===== src/rtl/spi_slave_rx.sv =====
// spi_slave_rx
// Receiving end of the 15-bit lab SPI link. Runs entirely in the clk domain:
// SCLK, LOAD and MOSI are synchronized (2 FFs), then edge-detected through a
// registered edge flag, so a pin change acts 4 clk rises after it happens.
//
// Handshake: ok is a one-cycle strobe meaning DO was updated on this same
// cycle; err is a one-cycle strobe meaning the frame ended with a bit count
// other than N and DO was left unchanged. Neither has a ready; the consumer
// must take the strobe on the cycle it is high.
//
// Ports
//   clk       system clock, all state changes on its rising edge
//   clr       asynchronous reset, active-low
//   SCLK      serial clock from the master (asynchronous)
//   LOAD      frame select from the master, active-low (asynchronous)
//   MOSI      serial data from the master, MSB first (asynchronous)
//   MISO      serial data to the master, MSB first
//   DI        word to transmit, captured at frame start
//   DO        last correctly received word
//   ok        DO updated this cycle
//   err       frame ended with a bad bit count
//   busy      frame in progress (state ACTIVE)
//   cb_bit    bits received in the current frame, saturating at N+1
//   state_dbg current FSM state (0 IDLE, 1 ACTIVE, 2 DONE)
module spi_slave_rx #(
    parameter int N  = 15,
    parameter int CW = 5
) (
    input  logic          clk,
    input  logic          clr,
    input  logic          SCLK,
    input  logic          LOAD,
    input  logic          MOSI,
    output logic          MISO,
    input  logic [N-1:0]  DI,
    output logic [N-1:0]  DO,
    output logic          ok,
    output logic          err,
    output logic          busy,
    output logic [CW-1:0] cb_bit,
    output logic [1:0]    state_dbg
);

    typedef enum logic [1:0] {
        S_IDLE   = 2'd0,
        S_ACTIVE = 2'd1,
        S_DONE   = 2'd2
    } state_t;

    localparam logic [CW-1:0] CB_N   = CW'(N);
    localparam logic [CW-1:0] CB_MAX = CW'(N + 1);

    state_t state, state_next;

    // Synchronizer stages (s1, s2) plus a third stage holding the previous
    // synchronized value for edge detection.
    logic sclk_s1, sclk_s2, sclk_s3;
    logic load_s1, load_s2, load_s3;
    logic mosi_s1, mosi_s2, mosi_s3;

    // Registered edge flags; mosi_s3 is aligned with them so the data bit
    // used on an SCLK rise is the one present at the pin with that edge.
    logic sclk_rise, sclk_fall, load_rise, load_fall;

    logic [N-1:0] sr_stx;
    logic [N-1:0] sr_srx;
    logic         fall_pend;   // LOAD fall seen in DONE, taken in IDLE

    logic start_frame;
    assign start_frame = load_fall | fall_pend;

    always_ff @(posedge clk or negedge clr) begin
        if (!clr) begin
            sclk_s1   <= 1'b0;
            sclk_s2   <= 1'b0;
            sclk_s3   <= 1'b0;
            load_s1   <= 1'b1;
            load_s2   <= 1'b1;
            load_s3   <= 1'b1;
            mosi_s1   <= 1'b0;
            mosi_s2   <= 1'b0;
            mosi_s3   <= 1'b0;
            sclk_rise <= 1'b0;
            sclk_fall <= 1'b0;
            load_rise <= 1'b0;
            load_fall <= 1'b0;
        end else begin
            sclk_s1   <= SCLK;
            sclk_s2   <= sclk_s1;
            sclk_s3   <= sclk_s2;
            load_s1   <= LOAD;
            load_s2   <= load_s1;
            load_s3   <= load_s2;
            mosi_s1   <= MOSI;
            mosi_s2   <= mosi_s1;
            mosi_s3   <= mosi_s2;
            sclk_rise <= sclk_s2 & ~sclk_s3;
            sclk_fall <= ~sclk_s2 & sclk_s3;
            load_rise <= load_s2 & ~load_s3;
            load_fall <= ~load_s2 & load_s3;
        end
    end

    always_ff @(posedge clk or negedge clr) begin
        if (!clr) begin
            state <= S_IDLE;
        end else begin
            state <= state_next;
        end
    end

    always_comb begin
        state_next = state;
        case (state)
            S_IDLE:   if (start_frame) state_next = S_ACTIVE;
            S_ACTIVE: if (load_rise)   state_next = S_DONE;
            S_DONE:   state_next = S_IDLE;
            default:  state_next = S_IDLE;
        endcase
    end

    always_ff @(posedge clk or negedge clr) begin
        if (!clr) begin
            sr_stx    <= '0;
            sr_srx    <= '0;
            cb_bit    <= '0;
            DO        <= '0;
            ok        <= 1'b0;
            err       <= 1'b0;
            busy      <= 1'b0;
            fall_pend <= 1'b0;
        end else begin
            ok   <= 1'b0;
            err  <= 1'b0;
            busy <= (state_next == S_ACTIVE);
            case (state)
                S_IDLE: begin
                    if (start_frame) begin
                        sr_stx    <= DI;
                        sr_srx    <= '0;
                        cb_bit    <= '0;
                        fall_pend <= 1'b0;
                    end
                end
                S_ACTIVE: begin
                    // SCLK edges are handled here regardless of a LOAD rise
                    // in the same cycle, so a coincident last edge counts.
                    if (sclk_rise) begin
                        sr_srx <= {sr_srx[N-2:0], mosi_s3};
                        if (cb_bit != CB_MAX) cb_bit <= cb_bit + 1'b1;
                    end
                    // No shift before the first bit so MISO keeps DI[N-1]
                    // even if the master parks SCLK high before the frame.
                    if (sclk_fall && (cb_bit != '0)) begin
                        sr_stx <= {sr_stx[N-2:0], 1'b0};
                    end
                end
                S_DONE: begin
                    if (cb_bit == CB_N) begin
                        DO <= sr_srx;
                        ok <= 1'b1;
                    end else begin
                        err <= 1'b1;
                    end
                    if (load_fall) fall_pend <= 1'b1;
                end
                default: ;
            endcase
        end
    end

    assign MISO      = (state == S_ACTIVE) ? sr_stx[N-1] : 1'b0;
    assign state_dbg = state;

endmodule

===== config.mk =====
export PLATFORM = sky130hd
export DESIGN_NAME = spi_slave_rx
export DESIGN_NICKNAME = d
export VERILOG_FILES = /design/src/rtl/spi_slave_rx.sv
export SDC_FILE = /design/constraint.sdc
export NUM_CORES = 1
export LEC_CHECK = 0
export ABC_CLOCK_PERIOD_IN_PS = 2600
export CORE_ASPECT_RATIO = 1.1
export CORE_MARGIN = 2
export CORE_UTILIZATION = 55
export CTS_BUF_LIST = sky130_fd_sc_hd__clkbuf_8
export DETAILED_ROUTE_END_ITERATION = 12
export GPL_TIMING_DRIVEN = 0
export PLACE_DENSITY_LB_ADDON = 0.25
export SLEW_MARGIN = 10
export SYNTH_ARGS = -nofsm -noshare
export SYNTH_HDL_FRONTEND = slang
export SYNTH_SLANG_ARGS = --single-unit

===== constraint.sdc =====
create_clock -name clk -period 2.6 [get_ports clk]
set_input_delay 0.78 -clock clk [delete_from_list [all_inputs] [get_ports clk]]
set_output_delay 0.78 -clock clk [all_outputs]
set_load 0.1 [all_outputs]

==> out/results.md, run 1 <==
### Detailed routing
• router iterations before antenna repair: 4
• total wirelength of the detailed-routed design: 5.09 mm
• violation count after the first detailed-routing iteration: 98
• post-DR wirelength/cell: 13.8 um
• via count: 1978
• DR DRC count: 0
• remaining number of nets flagged by the antenna check after routing: 0
• number of vias per cell: 5.35

### Timing
• Fin Setup TNS: 0 ns
• worst slew margin relative to its limit: 0.349
• number of pins exceeding their max-slew limit in the final report: 0
• Hold Slack: 0.351 ns
• top achievable clock speed: 0.392 GHz
• minimum clock period: 2.55 ns
• final worst clock skew: 0.00833 ns
• final worst-path setup slack: 0.0472 ns
• unrepaired setup endpoints after global routing: no
• worst-margin pin slew: 0.980 ns
• share of the clock period used by the worst path: 0.982
• final-report setup violation count: 0
• final count of hold timing violations: 0

### Global route
• number of antenna violations at the first check in global routing: 0
• total gr overflow: 0
• number of global-route vias before repair: 1918
• pin count of the biggest net entering global routing: 38
• global-route wire length before repair: 8.70 mm
• GR Util All Layers: 0.206

### Finish
• number of nets in the final layout: 330
• area overhead of the layout relative to synthesis: 24.2%
• final standard cell count with taps included and fillers excluded: 370
• design area: 3460 um2
• fraction of layout cells with a size suffix above 1: 0.163
• ant diodes: 0

### Setup path
• worst endpoint data arrival time: 1.77 ns
• Max FO, Critical Path: 1
• number of cells on the critical path: 1
• crit-path leading delay family: buffers and inverters
• CP Data Required Time: 1.82 ns
• element type at the critical path end: output port
• delay contributed by the slowest stage of the critical path: 1.12 ns
• sum of buffers and inverters on the critical path: 1
• Cell Chain, Critical Path: clkdlybuf4s50_1
• class of the most critical setup path: flop to output port
• CP Launch Type: flop
• Slowest cell on crit path: sky130_fd_sc_hd__clkdlybuf4s50_1
• worst reg2reg path depth: 6

### Placed design
• standard cell area after detailed placement: 3330 um2
• post-detailed-placement half-perimeter wirelength: 3.50 mm
• placed insts: 355
• final RePlAce weighted congestion: 0.788
• minimum setup slack after placement: -0.769 ns
• IO Port Bufs: 45

### Clock network
• Inserted Clock Buffers: 9
• CTS sink cnt: 69
• clock latency reported for the late side of the worst-skew pair: 0.34 ns
• H-tree levels: 3
• TritonCTS clock tree: yes
• buffer depth of the longest clock path: 2
• postcts setup bufs: 0
• Clock Root Buffer: sky130_fd_sc_hd__clkbuf_8
• Hold-fix buffers, CTS: 0
• clock transition at the registers of the reported paths: 0.06 ns

### Synth
• Area contributors post-synth: sky130_fd_sc_hd__dfrtp_1, sky130_fd_sc_hd__nand2_1, sky130_fd_sc_hd__mux2_2
• post-synthesis net count: 274
• Synth Area in Simple Gates: 0.198
• Post-Syn Area: 2790 um2
• #FFs+latches synth: 69
• compound-cell area share of the yosys netlist: 0.0539
• count of cell types in the netlist: 35
• syn_area_per_cell: 11.1 um2
• dominant combinational cell family by area after synthesis: simple AND/OR/NAND/NOR gates
• share of synthesized area spent on multiplexers: 0.0785
• post-synthesis sequential area ratio: 0.621
• Post-Syn Instances: 251
• cell taking the most area after synthesis: sky130_fd_sc_hd__dfrtp_1
• post-synthesis share of cell area spent on full adders, half adders and majority gates: 0.0135
• number of synthesis warnings: 0
• xor and xnor fraction of the mapped netlist area: 0
• share of the synthesized area in the top cell type: 0.592

### Floorplan
• number of cell rows: 27
• effective utilization at floorplan: 0.565
• Std-Cell Core Area: 4930 um2
• die width: 71.9 um
• full die area: 5650 um2
• # IOs: 46
• die extent in y: 78.7 um

### Min path
• path category of the worst min-delay check: flop to flop
• depth of the worst hold-timing path: 0

### Run
• # Max-Cap Violations: 0

### Power and ir drop
• power density normalized to cell area: 990 nW/um2
• worst voltage drop across the vdd grid: 0.561 mV
• LEAKAGE: 1.84 nW

### Outcome
• status: finished, final reports clean

-- stage by stage --
stage               utilization  total power, mW
CTS                       0.700             3.46
global route              0.702             3.64
finish                    0.702             3.43
detailed placement        0.676             2.79
floorplan                     -             2.44
global placement          0.672             2.75
-- final timing paths --
check / start / to / slack, ns
worst min-delay path: mosi_s2 / mosi_s3 / 0.35
worst max-delay path: err / err / 0.05
worst max register to register: cb_bit[0] / DO[9] / 0.51
max in group asynchronous: clr / sr_srx[4] / 1.70
min in group asynchronous: clr / sr_stx[6] / 0.37
worst min register to register: mosi_s2 / mosi_s3 / 0.35
-- layout make-up --
| class | instances | area, um2 |
|---|---|---|
| fill | 382 | 1470 |
| sequential | 69 | 1730 |
| inverter | 6 | 22.5 |
| timing repair buffer | 46 | 447 |
| clock buffer | 9 | 124 |
| tap | 58 | 72.6 |
| multi-input combinational | 163 | 962 |
| clock inverter | 7 | 28.8 |
| buffer | 12 | 73.8 |
-- state kept, by name (all words and copies together) (netlist names) --
register,cells
DO,15
sr_srx,15
sr_stx,15
cb_bit,5
state_dbg,2
busy,1
err,1
fall_pend,1
load_fall,1
load_rise,1
load_s1,1
load_s2,1
load_s3,1
mosi_s1,1
mosi_s2,1
mosi_s3,1
ok,1
sclk_fall,1
sclk_rise,1
sclk_s1,1
sclk_s2,1
sclk_s3,1
-- kinds of logic after synthesis --
kind of cell	after synthesis
muxes	19
buffers and inverters	19
AOI/OAI and AO/OA	21
and+or+nand+nor	120
adders and majority gates	3
DFF	69
-- repair_timing --
action / CTS / global route
setup endpoints to repair: 22 / 4
cloned: 0 / 0
gates resized for setup: 27 / 4
pin swaps: 0 / 0
-- cells in the mapped netlist (all sizes together) --
cell type	n
dfrtp	66
nand2	62
nor2	19
mux2	17
nand3	17
a31oi	14
buf	9
inv	6
nor2b	6
clkbuf	4
and2	3
dfstp	3
ha	3
o21ai	3
mux2i	2
nand4	2
nor3	2
a21boi	1
a21oi	1
and3	1
nand2b	1
nand3b	1
nand4b	1
nor3b	1
nor4b	1
o211ai	1
o2bb2ai	1
or2	1
or2b	1
or3	1
-- routing by layer --
| metal | track usage | wire length (um) |
|---|---|---|
| met1 | 0.255 | 2220 |
| met2 | 0.322 | 2520 |
| met3 | 0.0655 | 245 |
| met4 | 0.111 | 105 |
| met5 | 0 | 0 |
-- power breakdown --
part | switching [mW] | internal, mW | total [mW]
Combinational | 0.925 | 0.422 | 1.35
Sequential | 0.131 | 1.27 | 1.40
Clock | 0.361 | 0.325 | 0.686
-- cell usage in the layout (no fill, tap or decap), types with 5 or more instances in the layout --
| cell | Yosys | final |
|---|---|---|
| sky130_fd_sc_hd__a31oi_1 | 14 | 14 |
| sky130_fd_sc_hd__buf_2 | 6 | 5 |
| sky130_fd_sc_hd__clkbuf_8 | 0 | 9 |
| sky130_fd_sc_hd__clkdlybuf4s50_1 | 0 | 19 |
| sky130_fd_sc_hd__dfrtp_1 | 66 | 64 |
| sky130_fd_sc_hd__dlygate4sd2_1 | 0 | 21 |
| sky130_fd_sc_hd__inv_1 | 6 | 11 |
| sky130_fd_sc_hd__mux2_2 | 15 | 15 |
| sky130_fd_sc_hd__nand2_1 | 62 | 62 |
| sky130_fd_sc_hd__nand3_1 | 17 | 17 |
| sky130_fd_sc_hd__nor2_1 | 19 | 19 |
| sky130_fd_sc_hd__nor2b_1 | 6 | 6 |
-- worst reg2reg max path, stage by stage, from the launching register on --
cell and delay [ns]:
sky130_fd_sc_hd__dfrtp_1 0.45, sky130_fd_sc_hd__ha_1 0.26, sky130_fd_sc_hd__and3_1 0.19, sky130_fd_sc_hd__ha_1 0.20, sky130_fd_sc_hd__nand3_1 0.28, sky130_fd_sc_hd__buf_4 0.26
sky130_fd_sc_hd__mux2_2 0.35
(Power assumes the default switching activity.)
==> run 2: changes to the inputs <==
--- a/config.mk
+++ b/config.mk
@@ -5,9 +5,9 @@
 export SDC_FILE = /design/constraint.sdc
 export NUM_CORES = 1
 export LEC_CHECK = 0
-export ABC_CLOCK_PERIOD_IN_PS = 2600
+export ABC_CLOCK_PERIOD_IN_PS = 3000
 export CORE_ASPECT_RATIO = 1.1
-export CORE_MARGIN = 2
+export CORE_MARGIN = 10
 export CORE_UTILIZATION = 55
 export CTS_BUF_LIST = sky130_fd_sc_hd__clkbuf_8
 export DETAILED_ROUTE_END_ITERATION = 12
==> constraint.sdc (replaced) <==
create_clock -name clk -period 3 [get_ports clk]
set_input_delay 0.9 -clock clk [delete_from_list [all_inputs] [get_ports clk]]
set_output_delay 0.9 -clock clk [all_outputs]
set_load 0.1 [all_outputs]
==> out/results.md, run 2 (synthesis results as in run 1) <==
### Setup path
• worst endpoint data arrival time: 1.95 ns
• Worst R2R End: DO[0]
• Max FO, Critical Path: 9
• delay contributed by the slowest stage of the critical path: 1.16 ns
• worst reg2reg path depth: 6
• CP Data Required Time: 2.10 ns
• crit-path leading delay family: buffers and inverters
• element type at the critical path end: output port
• class of the most critical setup path: flop to output port
• Reg2Reg Launch Point: cb_bit[0]
• Cell Chain, Critical Path: clkdlybuf4s50_1
• Reg2Reg Setup Slack: 0.95 ns
• Slowest cell on crit path: sky130_fd_sc_hd__clkdlybuf4s50_1
• sum of buffers and inverters on the critical path: 1
• CP Launch Type: flop

### Floorplan
• full die area: 8320 um2
• number of cell rows: 27
• # IOs: 46
• effective utilization at floorplan: 0.561
• die extent in y: 94.7 um
• Std-Cell Core Area: 4970 um2
• die width: 87.9 um

### Timing
• number of pins exceeding their max-slew limit in the final report: 0
• final worst-path setup slack: 0.148 ns
• unrepaired setup endpoints after global routing: no
• final worst clock skew: 0.0117 ns
• share of the clock period used by the worst path: 0.951
• worst slew margin relative to its limit: 0.347
• top achievable clock speed: 0.351 GHz
• minimum clock period: 2.85 ns
• worst-margin pin slew: 0.976 ns
• final-report setup violation count: 0
• final count of hold timing violations: 0

### Clock network
• Inserted Clock Buffers: 9
• TritonCTS clock tree: yes
• Clock Root Buffer: sky130_fd_sc_hd__clkbuf_8
• CTS sink cnt: 69
• Hold-fix buffers, CTS: 0
• H-tree levels: 3
• clock transition at the registers of the reported paths: 0.07 ns
• buffer depth of the longest clock path: 2
• clock latency reported for the late side of the worst-skew pair: 0.34 ns

### Power and ir drop
• worst voltage drop across the vdd grid: 0.680 mV
• power density normalized to cell area: 920 nW/um2
• LEAKAGE: 1.72 nW

### Finish
• number of nets in the final layout: 330
• design area: 3570 um2
• final standard cell count with taps included and fillers excluded: 370
• leading registers by flop count: DO x15, sr_srx x15, sr_stx x15
• multi-input logic area: 961 um2
• ant diodes: 0
• fraction of layout cells with a size suffix above 1: 0.173
• fillers: 370
• sequential cell area: 1730 um2
• most common cell after layout, fill and taps aside: sky130_fd_sc_hd__dfrtp_1
• area overhead of the layout relative to synthesis: 28.1%
• utilization after layout: 0.719
• leading cell types in the layout, fill and taps excluded: sky130_fd_sc_hd__dfrtp_1, sky130_fd_sc_hd__nand2_1, sky130_fd_sc_hd__clkdlybuf4s50_1

### Min path
• launch point of the worst hold path: sclk_s1
• endpoint with the worst hold slack: sclk_s2
• depth of the worst hold-timing path: 0
• path category of the worst min-delay check: flop to flop

### Outcome
• status: finished, final reports clean

### Global route
• number of antenna violations at the first check in global routing: 0
• total gr overflow: 0
• GR Util All Layers: 0.135
• number of global-route vias before repair: 1986
• global-route wire length before repair: 8.89 mm
• pin count of the biggest net entering global routing: 52

### Detailed routing
• via count: 1921
• number of vias per cell: 5.19
• DR DRC count: 0
• post-DR wirelength/cell: 14.6 um
• total wirelength of the detailed-routed design: 5.42 mm
• remaining number of nets flagged by the antenna check after routing: 0
• violation count after the first detailed-routing iteration: 118
• router iterations before antenna repair: 4

### Placed design
• minimum setup slack after placement: -0.505 ns
• post-detailed-placement half-perimeter wirelength: 3.82 mm
• placed insts: 355
• standard cell area after detailed placement: 3340 um2
• final RePlAce weighted congestion: 0.825
• IO Port Bufs: 45

### Run
• # Max-Cap Violations: 0

==> run 2: cell types whose count changed in the layout (fill, tap and decap cells not counted), moves of 3 or more <==
| cell | delta |
|---|---|
| sky130_fd_sc_hd__dlymetal6s2s_1 | -3 |
| sky130_fd_sc_hd__bufinv_16 | +3 |
| sky130_fd_sc_hd__inv_1 | -4 |
| sky130_fd_sc_hd__clkdlybuf4s50_1 | +24 |
| sky130_fd_sc_hd__dlygate4sd2_1 | -21 |
==> run 2: worst max path at each step <==
stage            startpoint           end  slack, ns  cells after the start
6_report       state_dbg[0]  state_dbg[0]       0.15                      1
5_1_grt           cb_bit[3]     cb_bit[3]       0.09                      1
4_1_cts        state_dbg[0]  state_dbg[0]       0.12                      1
3_5_place_dp   state_dbg[1]          MISO      -0.51                      6
3_3_place_gp            clr  state_dbg[0]      -1.43                      1
2_1_floorplan  state_dbg[1]          MISO       0.05                      5
==> run 2: repair_timing <==
item                       in CTS  in global routing
resized for setup               6                  0
setup endpoints to repair       1                  0
setup buffers                   0                  0
==> run 2: final cells by class <==
type                            instances  area share
Inverter                                6     0.00631
Multi-Input combinational cell        163       0.269
Clock buffer                            9      0.0347
Clock inverter                          7      0.0322
Sequential cell                        69       0.485
Buffer                                 12      0.0200
Timing Repair Buffer                   46       0.132
Tap cell                               58      0.0203
==> run 2: metrics by stage <==
step | hold WS (ns) | TNS, ns | power [mW]
2_1_floorplan | 0.331 | 0 | 2.11
3_3_place_gp | 0.332 | -80.09 | 2.38
3_5_place_dp | 0.343 | -0.505 | 2.41
4_1_cts | 0.358 | 0 | 3.30
5_1_grt | 0.362 | 0 | 3.46
6_report | 0.354 | 0 | 3.29
==> run 2: power by group <==
part           switching (mW)  internal [mW]  total, mW
registers               0.119           1.10       1.21
logic                   0.793          0.378       1.17
clock network           0.352          0.549      0.902
==> run 2: per-layer routing <==
| layer | global-route usage | routed length, um |
|---|---|---|
| met1 | 0.163 | 2430 |
| met4 | 0.0678 | 73 |
| met5 | 0 | 0 |
| met2 | 0.215 | 2600 |
| met3 | 0.0422 | 313 |
